### src/rtl/branch_hazard_unit_pkg.sv
// Shared pipeline definitions for the branch hazard controller and the
// operand match logic: register index width, stall-need width and the
// stall FSM state encoding.
package branch_hazard_unit_pkg;

  localparam int REG_W  = 5;
  localparam int NEED_W = 2;

  // RUN evaluates hazards every cycle; HOLD plays out the remaining cycles
  // of a multi-cycle stall without looking at the hazard inputs.
  typedef enum logic {
    RUN  = 1'b0,
    HOLD = 1'b1
  } state_t;

  localparam logic [NEED_W-1:0] NEED_NONE = 2'd0;
  localparam logic [NEED_W-1:0] NEED_ONE  = 2'd1;
  localparam logic [NEED_W-1:0] NEED_TWO  = 2'd2;

endpackage

### src/rtl/branch_hazard_unit_hazard_match.sv
// hazard_match: combinational register-match terms for the ID stage
// against EX and MEM destinations, and the number of stall cycles the
// ID instruction needs before its operands can be forwarded.
module hazard_match #(
  parameter int REG_W = branch_hazard_unit_pkg::REG_W
) (
  input  logic [REG_W-1:0]                        rs1_ID,
  input  logic [REG_W-1:0]                        rs2_ID,
  input  logic                                    use_rs1_ID,
  input  logic                                    use_rs2_ID,
  input  logic                                    is_branch_ID,
  input  logic [REG_W-1:0]                        rd_EX,
  input  logic                                    reg_write_EX,
  input  logic                                    mem_read_EX,
  input  logic [REG_W-1:0]                        rd_MEM,
  input  logic                                    mem_read_MEM,
  output logic                                    m_ex,
  output logic                                    m_mem,
  output logic [branch_hazard_unit_pkg::NEED_W-1:0] need
);
  import branch_hazard_unit_pkg::*;

  logic m_ex1, m_ex2, m_mem1, m_mem2;

  // x0 is hardwired to zero, so a write to it can never be a dependency.
  assign m_ex1  = use_rs1_ID && (rd_EX  != '0) && (rd_EX  == rs1_ID);
  assign m_ex2  = use_rs2_ID && (rd_EX  != '0) && (rd_EX  == rs2_ID);
  assign m_mem1 = use_rs1_ID && (rd_MEM != '0) && (rd_MEM == rs1_ID);
  assign m_mem2 = use_rs2_ID && (rd_MEM != '0) && (rd_MEM == rs2_ID);
  assign m_ex   = m_ex1 || m_ex2;
  assign m_mem  = m_mem1 || m_mem2;

  // Classify the hazard: a branch on a load still in EX waits two cycles,
  // the other unforwardable cases wait one.
  always_comb begin
    need = NEED_NONE;
    if (is_branch_ID && mem_read_EX && m_ex) begin
      need = NEED_TWO;
    end else if ((is_branch_ID && reg_write_EX && !mem_read_EX && m_ex) ||
                 (is_branch_ID && mem_read_MEM && m_mem) ||
                 (!is_branch_ID && mem_read_EX && m_ex)) begin
      need = NEED_ONE;
    end
  end

endmodule

### src/rtl/branch_hazard_unit.sv
// branch_hazard_unit: stall/flush controller for a 5-stage pipeline that
// resolves branches in ID. Holds PC and IF/ID and bubbles ID/EX while a
// branch or load-use operand cannot be forwarded, flushes IF/ID on a taken
// branch, and freezes everything while data memory is busy.
// Optional build macro HAZARD_PERF_CNT_EN adds stall and flush counters.
module branch_hazard_unit #(
  parameter int REG_W = branch_hazard_unit_pkg::REG_W,
  parameter int CNT_W = 32
) (
  input  logic             clk,
  input  logic             rst,
  input  logic [REG_W-1:0] rs1_ID,
  input  logic [REG_W-1:0] rs2_ID,
  input  logic             use_rs1_ID,
  input  logic             use_rs2_ID,
  input  logic             is_branch_ID,
  input  logic             branch_taken_ID,
  input  logic [REG_W-1:0] rd_EX,
  input  logic             reg_write_EX,
  input  logic             mem_read_EX,
  input  logic [REG_W-1:0] rd_MEM,
  input  logic             mem_read_MEM,
  input  logic             mem_busy,
  output logic             stall_IF,
  output logic             bubble_EX,
  output logic             flush_IF,
  output logic             freeze,
  output logic [1:0]       stall_cnt
`ifdef HAZARD_PERF_CNT_EN
  ,
  output logic [CNT_W-1:0] perf_stall_cycles,
  output logic [CNT_W-1:0] perf_flushes
`endif
);
  import branch_hazard_unit_pkg::*;

  state_t            state_q, state_d;
  logic [NEED_W-1:0] cnt_q, cnt_d;
  logic [NEED_W-1:0] need;
  logic              m_ex, m_mem;
  logic              stall_c, flush_c;

  hazard_match #(.REG_W(REG_W)) u_match (
    .rs1_ID       (rs1_ID),
    .rs2_ID       (rs2_ID),
    .use_rs1_ID   (use_rs1_ID),
    .use_rs2_ID   (use_rs2_ID),
    .is_branch_ID (is_branch_ID),
    .rd_EX        (rd_EX),
    .reg_write_EX (reg_write_EX),
    .mem_read_EX  (mem_read_EX),
    .rd_MEM       (rd_MEM),
    .mem_read_MEM (mem_read_MEM),
    .m_ex         (m_ex),
    .m_mem        (m_mem),
    .need         (need)
  );

  // Stall FSM state and remaining-cycle counter.
  always_ff @(posedge clk or posedge rst) begin
    if (rst) begin
      state_q <= RUN;
      cnt_q   <= '0;
    end else begin
      state_q <= state_d;
      cnt_q   <= cnt_d;
    end
  end

  // Next state and same-cycle stall/flush decisions. A busy data memory
  // suspends the FSM entirely so a stall resumes where it left off.
  always_comb begin
    state_d = state_q;
    cnt_d   = cnt_q;
    stall_c = 1'b0;
    flush_c = 1'b0;
    if (!mem_busy) begin
      unique case (state_q)
        RUN: begin
          // need is only ever nonzero alongside a register match.
          if ((m_ex || m_mem) && (need != NEED_NONE)) begin
            stall_c = 1'b1;
            cnt_d   = need - NEED_ONE;
            state_d = (need == NEED_TWO) ? HOLD : RUN;
          end else begin
            flush_c = is_branch_ID && branch_taken_ID;
          end
        end
        HOLD: begin
          stall_c = 1'b1;
          if (cnt_q <= NEED_ONE) begin
            cnt_d   = '0;
            state_d = RUN;
          end else begin
            cnt_d = cnt_q - NEED_ONE;
          end
        end
        default: begin
          state_d = RUN;
          cnt_d   = '0;
        end
      endcase
    end
  end

  // Reset silences every control output immediately, not at the next edge.
  assign stall_IF  = stall_c && !rst;
  assign bubble_EX = stall_c && !rst;
  assign flush_IF  = flush_c && !rst;
  assign freeze    = mem_busy && !rst;
  assign stall_cnt = cnt_q;

`ifdef HAZARD_PERF_CNT_EN
  // Performance counters; stall/flush are already zero during a freeze.
  always_ff @(posedge clk or posedge rst) begin
    if (rst) begin
      perf_stall_cycles <= '0;
      perf_flushes      <= '0;
    end else begin
      if (stall_IF) perf_stall_cycles <= perf_stall_cycles + 1'b1;
      if (flush_IF) perf_flushes      <= perf_flushes + 1'b1;
    end
  end
`endif

endmodule

### config.mk
export PLATFORM = sky130hd
export DESIGN_NAME = branch_hazard_unit
export DESIGN_NICKNAME = d
export VERILOG_FILES = /design/src/rtl/branch_hazard_unit_pkg.sv /design/src/rtl/branch_hazard_unit_hazard_match.sv /design/src/rtl/branch_hazard_unit.sv
export SDC_FILE = /design/constraint.sdc
export NUM_CORES = 1
export LEC_CHECK = 0
export BUFFER_PORTS_ARGS = -buffer_cell sky130_fd_sc_hd__buf_2
export CORE_AREA = 2 2 40 42
export DETAILED_ROUTE_END_ITERATION = 10
export DIE_AREA = 0 0 42 44
export GPL_TIMING_DRIVEN = 0
export PLACE_DENSITY = 0.86
export SLEW_MARGIN = 25
export SYNTH_ARGS = -nofsm -noshare
export SYNTH_HDL_FRONTEND = slang
export SYNTH_HIERARCHICAL = 1
export SYNTH_SLANG_ARGS = --single-unit
### constraint.sdc
create_clock -name clk -period 4.5 [get_ports clk]
set_input_delay 0.225 -clock clk [delete_from_list [all_inputs] [get_ports clk]]
set_output_delay 0.225 -clock clk [all_outputs]
set_load 0.03 [all_outputs]
[Word level (Yosys, flattened, before mapping)]
Index checks and enable logic that the tools add are counted.
Cells by class
  add/subtract/negate cells: 2
  $lt $le $gt $ge: 1
  eq/ne operators: 6
  mux-type cells: 15
  bitwise logic cells: 2
  reduce and logical (&&, ||, !) cells: 34
Operator list (count)
  logical AND 1 bit: 22
  == test 5 bit: 4
  nonzero test 5 bit: 2
  2-to-1 mux 1 bit: 9
  2-to-1 mux 2 bit: 3
  logical OR 1 bit: 5
  one-hot mux 1 bit (2 select lines): 2
  one-hot mux 2 bit (2 select lines): 1
  subtractor 2 x 1 -> 2 bit, second input constant: 2
  logical NOT 1 bit: 3
  == test 2 bit, second input constant: 1
  less-or-equal comparator 2 x 1 -> 1 bit, second input constant: 1
  inequality test 2 bit, second input constant: 1
  inverter 1 bit: 2
  AND reduction 2 bit: 1
  nonzero test 2 bit: 1
Word-level totals
  flip-flop bits (word level): 3
  input port bits: 30
  output and inout port bits: 6
  logic and storage cells: 62

[Longest topological paths before layout]
  word-level depth: 15
  mapped depth: 12
  gate-level depth less buffers: 11

[By module]
Netlist, hierarchy kept.
Modules (own cells, without submodules)
  hazard_match: instances 1, cells an instance 42, area each 331.6 µm²
  branch_hazard_unit: instances 1, cells an instance 27, area each 269.0 µm²

[Worst setup path before layout]
Ideal clock, no wire load.
  path kind: input to output
  from: input rd_EX[1]
  to: output stall_IF
  arrival time: 2.944 ns
  data required time: 4.275 ns
  setup slack: 1.331 ns
  cell stages on the path: 12
  cell sequence: xor2_1 > nor4_2 > nand3_1 > a21oi_2 > a21oi_1 > o311ai_2 > inv_1 > ha_1 > o21bai_4 > nor2b_1 > nor3_1 > buf_4
On the way
  word-level cells in the longest chain between the ends: 15
  elaborated cells between the ends (all ways): 22
RTL lines
  start, declared: RTL line branch_hazard_unit.sv:18  | input logic [REG_W-1:0] rd_EX,
  nonzero test 5 bit: RTL line branch_hazard_unit_hazard_match.sv:26, branch_hazard_unit_hazard_match.sv:27
  logical AND 1 bit, on equally long branches (2 in series): RTL line branch_hazard_unit_hazard_match.sv:26, branch_hazard_unit_hazard_match.sv:27
  logical OR 1 bit (*): RTL line branch_hazard_unit_hazard_match.sv:30  | assign m_ex = m_ex1 || m_ex2;
  via m_ex: RTL line branch_hazard_unit.sv:40  | logic m_ex, m_mem;
  logical AND 1 bit: RTL line branch_hazard_unit_hazard_match.sv:39  | end else if ((is_branch_ID && reg_write_EX && !mem_read_EX && m_ex) ||
  logical OR 1 bit: RTL line branch_hazard_unit_hazard_match.sv:39
  logical OR 1 bit: RTL line branch_hazard_unit_hazard_match.sv:40  | (is_branch_ID && mem_read_MEM && m_mem) ||
  2-to-1 mux 1 bit: RTL line branch_hazard_unit_hazard_match.sv:39
  2-to-1 mux 2 bit (*): RTL line branch_hazard_unit_hazard_match.sv:37  | if (is_branch_ID && mem_read_EX && m_ex) begin
  via need[0]: RTL line branch_hazard_unit.sv:39  | logic [NEED_W-1:0] need;
  nonzero test 2 bit (*): RTL line branch_hazard_unit.sv:81  | if ((m_ex || m_mem) && (need != NEED_NONE)) begin
  logical AND 1 bit (*): RTL line branch_hazard_unit.sv:81
  2-to-1 mux 1 bit (*): RTL line branch_hazard_unit.sv:81
  one-hot mux 1 bit (2 select lines) (*): RTL line branch_hazard_unit.sv:78  | unique case (state_q)
  2-to-1 mux 1 bit (*): RTL line branch_hazard_unit.sv:77  | if (!mem_busy) begin
  logical AND 1 bit (*)
  end, declared: RTL line branch_hazard_unit.sv:24  | output logic stall_IF,
The timed path passes the listed nets; every way through them passes the cells marked *.

[Worst setup path after layout]
  from: input rd_EX[1]
  to: output stall_IF
On the way
  word-level cells in the longest chain between the ends: 15
  elaborated cells between the ends (all ways): 22
RTL lines
  nonzero test 5 bit: RTL line branch_hazard_unit_hazard_match.sv:26, branch_hazard_unit_hazard_match.sv:27
  logical AND 1 bit, on equally long branches (2 in series): RTL line branch_hazard_unit_hazard_match.sv:26, branch_hazard_unit_hazard_match.sv:27
  logical OR 1 bit (*): RTL line branch_hazard_unit_hazard_match.sv:30
  via m_ex: RTL line branch_hazard_unit.sv:40
  logical AND 1 bit: RTL line branch_hazard_unit_hazard_match.sv:39
  logical OR 1 bit: RTL line branch_hazard_unit_hazard_match.sv:39
  logical OR 1 bit: RTL line branch_hazard_unit_hazard_match.sv:40
  2-to-1 mux 1 bit: RTL line branch_hazard_unit_hazard_match.sv:39
  2-to-1 mux 2 bit (*): RTL line branch_hazard_unit_hazard_match.sv:37
  via need[0]: RTL line branch_hazard_unit.sv:39
  nonzero test 2 bit (*): RTL line branch_hazard_unit.sv:81
  logical AND 1 bit (*): RTL line branch_hazard_unit.sv:81
  2-to-1 mux 1 bit (*): RTL line branch_hazard_unit.sv:81
  one-hot mux 1 bit (2 select lines) (*): RTL line branch_hazard_unit.sv:78
  2-to-1 mux 1 bit (*): RTL line branch_hazard_unit.sv:77
  logical AND 1 bit (*): RTL line branch_hazard_unit.sv:107  | assign stall_IF = stall_c && !rst;
Marks and branches as above.

==> results.rst <==
.. list-table::
   :header-rows: 1

   * - Metric
     - Value
   * - Post-synthesis area per instance
     - 8.70 um^2
   * - Wire length of the first global-routing pass
     - 2.64 mm
   * - Critical Path End Type
     - output pin
   * - Net count of the mapped netlist
     - 101
   * - Worst-case reg-to-reg path depth
     - 3
   * - Max-capacitance violation count
     - 0
   * - Later-pin clock latency in the skew report
     - 0.23 ns
   * - Met1 track demand over resource in global routing
     - 19.3%
   * - Beginning of the worst hold path
     - mem_busy
   * - Hold Path Depth
     - 2
   * - Hold Fails Final Rpt
     - 0
   * - Final net count
     - 141
   * - Effective utilization at floorplan
     - 42.3%
   * - Slowest stage cell, crit path
     - sky130_fd_sc_hd__nor4_2
   * - Mapped cell area
     - 601 um^2
   * - Setup repair after global routing missed its margin
     - false
   * - Total Power
     - around 130 uW
   * - Warnings, synthesis
     - 6
   * - Flip-flop and latch count after synthesis
     - 3
   * - Peak per-stage delay on the critical path
     - around 0.31 ns
   * - Library cell with the largest summed area after synthesis
     - sky130_fd_sc_hd__xor2_1
   * - Std-Cell Core Area
     - 0.00142 mm^2
   * - Antenna violations before repair
     - 0
   * - Congestion Overflow GR
     - 0
   * - VDD IR-drop max
     - 126 uV
   * - CTS root buf
     - sky130_fd_sc_hd__clkbuf_4
   * - Global routing met2 resource utilization
     - between 30% and 40%
   * - Endpoint of the worst hold path
     - stall_cnt[0]
   * - Synth area leaders
     - sky130_fd_sc_hd__xor2_1, sky130_fd_sc_hd__dfrtp_1, sky130_fd_sc_hd__xnor2_1
   * - Final setup viols
     - 0
   * - Pin count of the biggest net entering global routing
     - 11
   * - Power density over cell area
     - 152 mW/mm^2
   * - Cell leakage power
     - between 0.3 and 0.4 nW
   * - Clock tree skew after final layout
     - 0.00401 ns
   * - Class of the worst hold path
     - in2reg
   * - Inserted Clock Buffers
     - 3
   * - Iteration count of the initial detailed-routing pass
     - 4
   * - FFs w/ async S/R, synth
     - 100%
   * - Register Area
     - 75.1 um^2
   * - Global routing's busiest layer
     - met2
   * - Clock slew seen by the registers of the worst setup and hold paths
     - 0.03 ns
   * - Portion of the clock cycle consumed by the worst path in the final layout
     - 69.1%
   * - Area of the multi-input gates
     - 484 um^2
   * - Number of filler instances in the final layout
     - approximately 130
   * - Critical path launch point
     - rd_EX[1]
   * - Residual DRC
     - 0
   * - Detail Placement HPWL
     - 1.35 mm
   * - Port-buffer cells
     - 34
   * - WS Path Type
     - in2out
   * - Count of flip-flops with a built-in enable after synthesis
     - 0
   * - First-iteration detailed-routing DRC count
     - 12
   * - WHS
     - 0.229 ns
   * - Peak clock frequency supported by timing
     - 0.322 GHz
   * - Launching element type of the critical path
     - input port
   * - Arrival time at the worst endpoint
     - 2.89 ns
   * - Average vias per placed instance
     - 5.40
   * - CTS tree
     - done
   * - Final weighted congestion in routability-driven placement
     - 0.894
   * - Cells along the critical path
     - buf_2, xor2_1, nor4_2, nand3_1, a21oi_2, a21oi_1, o311ai_2, inv_1, ha_1, o21bai_4, nor2b_1, nor3_1, buf_4, buf_2
   * - Post-cts resize count
     - 0
   * - Distinct cell type count after synthesis
     - 30
   * - Worst setup margin
     - between 1 and 1.5 ns
   * - Routed WL per cell
     - 13.0 um
   * - Std-Cell Rows
     - 14
   * - Post-Route Setup TNS
     - 0 ns
   * - Most frequent cell on the critical path
     - sky130_fd_sc_hd__buf_2
   * - Number of nets still failing antenna checks after routing
     - 0
   * - Total die area
     - 0.00185 mm^2
   * - Layout cell share with drive strength beyond 1
     - 42.6%
   * - Cells after synthesis
     - 69
   * - Max transition margin
     - 77.3%
   * - Boundary Pins
     - 36
   * - Clock Path Buffers
     - 2
   * - Hold buffer count at cts
     - 1
   * - CTS H-tree depth
     - 1
   * - Met3 usage
     - 3.33%
   * - GRT Total Usage
     - 18.9%
   * - Origin of the critical flop-to-flop path
     - state_q
   * - Via count of the first global-routing pass
     - roughly 690
   * - Flop-to-flop setup slack
     - 3.40 ns
   * - Portion of synthesized cell area occupied by the leading cell type
     - between 20% and 30%
   * - Flip-flop cell with the highest count after synthesis
     - sky130_fd_sc_hd__dfrtp_1
   * - Worst r2r dst
     - stall_cnt[0]
   * - Top cells by instance count after synthesis
     - sky130_fd_sc_hd__xor2_1, sky130_fd_sc_hd__inv_1, sky130_fd_sc_hd__nor2b_1, sky130_fd_sc_hd__xnor2_1
   * - Antenna cell count
     - 0
   * - Critical path required time
     - about 4.3 ns
   * - Proportion of synthesized chip area in sequential cells
     - 12.5%
   * - Result of the run
     - finished, final reports clean
   * - Dpl ws
     - 1.42 ns
   * - Die Span X
     - 42 um
   * - Library cell with the highest instance count after synthesis
     - sky130_fd_sc_hd__xor2_1
   * - Clock Sink Count
     - 3
   * - Syn-to-layout area delta
     - 37.7%
   * - Vias after detailed routing
     - 670
   * - Overall routed net length
     - 1.61 mm
   * - Final-report max-slew violation count
     - 0
   * - # Post-CTS Setup Buffers
     - 0
   * - Height of the die
     - 44 um
   * - Time the final worst path needs with I/O delays and setup
     - 3.11 ns
   * - Pin slew with the least headroom to its limit
     - 0.337 ns
   * - Crit path max fanout
     - 6
## cell usage in the layout (no fill, tap or decap), types with 3 or more instances in the layout
cell | netlist | final
sky130_fd_sc_hd__nand3_1 | 3 | 3
sky130_fd_sc_hd__inv_1 | 6 | 6
sky130_fd_sc_hd__dfrtp_1 | 3 | 3
sky130_fd_sc_hd__nor2_1 | 3 | 3
sky130_fd_sc_hd__xor2_1 | 16 | 16
sky130_fd_sc_hd__nor2b_1 | 4 | 4
sky130_fd_sc_hd__clkbuf_4 | 0 | 3
sky130_fd_sc_hd__buf_2 | 0 | 34
sky130_fd_sc_hd__o41ai_1 | 3 | 3
sky130_fd_sc_hd__xnor2_1 | 4 | 4
## flip-flops by register name (all words and copies together) (netlist names)
signal	count
stall_cnt	2
state_q	1
## worst max path at each step
stage                          end  slack (ns)  depth (start not counted)
after detailed placement  stall_IF        1.42                         14
after CTS                 stall_IF        1.40                         14
final                     stall_IF        1.39                         14
after global placement    stall_IF        1.52                         14
after floorplan           stall_IF        1.33                         12
after global routing      stall_IF        1.12                         14
## report_power, final
part | switching [mW] | total (mW) | internal, mW
sequential | 0.000123 | 0.0274 | 0.0272
clock | 0.0144 | 0.0477 | 0.0333
combinational | 0.0269 | 0.0507 | 0.0238
## area by class of cell
class | count | area share (%)
multi-input cells | 58 | 58.5
repair buffers | 35 | 21.8
flip-flops and latches | 3 | 9.08
clock buffers | 4 | 3.18
inverters | 6 | 2.72
well taps | 16 | 2.42
plain buffers | 2 | 2.27
## worst max-delay path, delay by kind of cell
kind | cells | cell delay [ns]
AND/OR/NAND/NOR | 4 | 0.79
buffers and inverters | 4 | 0.57
XOR/XNOR | 1 | 0.16
adder cells (fa/ha/maj) | 1 | 0.23
AO/OA/AOI/OAI | 4 | 0.92
## metal layers
metal  wire length, um  share of wire (%)
met5                 0                  0
met4                25                1.6
met3               152                9.4
met2               838                 52
met1               595                 37
## cell families (layout without fill, tap and decap cells)
logic type / count (synthesis) / count (layout) / synth area share [%]
AND/OR/NAND/NOR: 22 / 22 / 24.6
buffers and inverters: 8 / 47 / 6.88
AO/OA/AOI/OAI: 14 / 14 / 22.7
flip-flops: 3 / 3 / 12.5
adder cells (fa/ha/maj): 2 / 2 / 4.17
XOR/XNOR: 20 / 20 / 29.2
## metrics by stage
step,utilization [%],cell area [um^2],cells
3_3_place_gp,55.7,791,119
3_5_place_dp,55.7,791,119
4_1_cts,58.3,827,124
2_1_floorplan,-,601,69
6_report,58.3,827,124
5_1_grt,58.3,827,124
No activity file was read; power rests on OpenSTA's default activity.
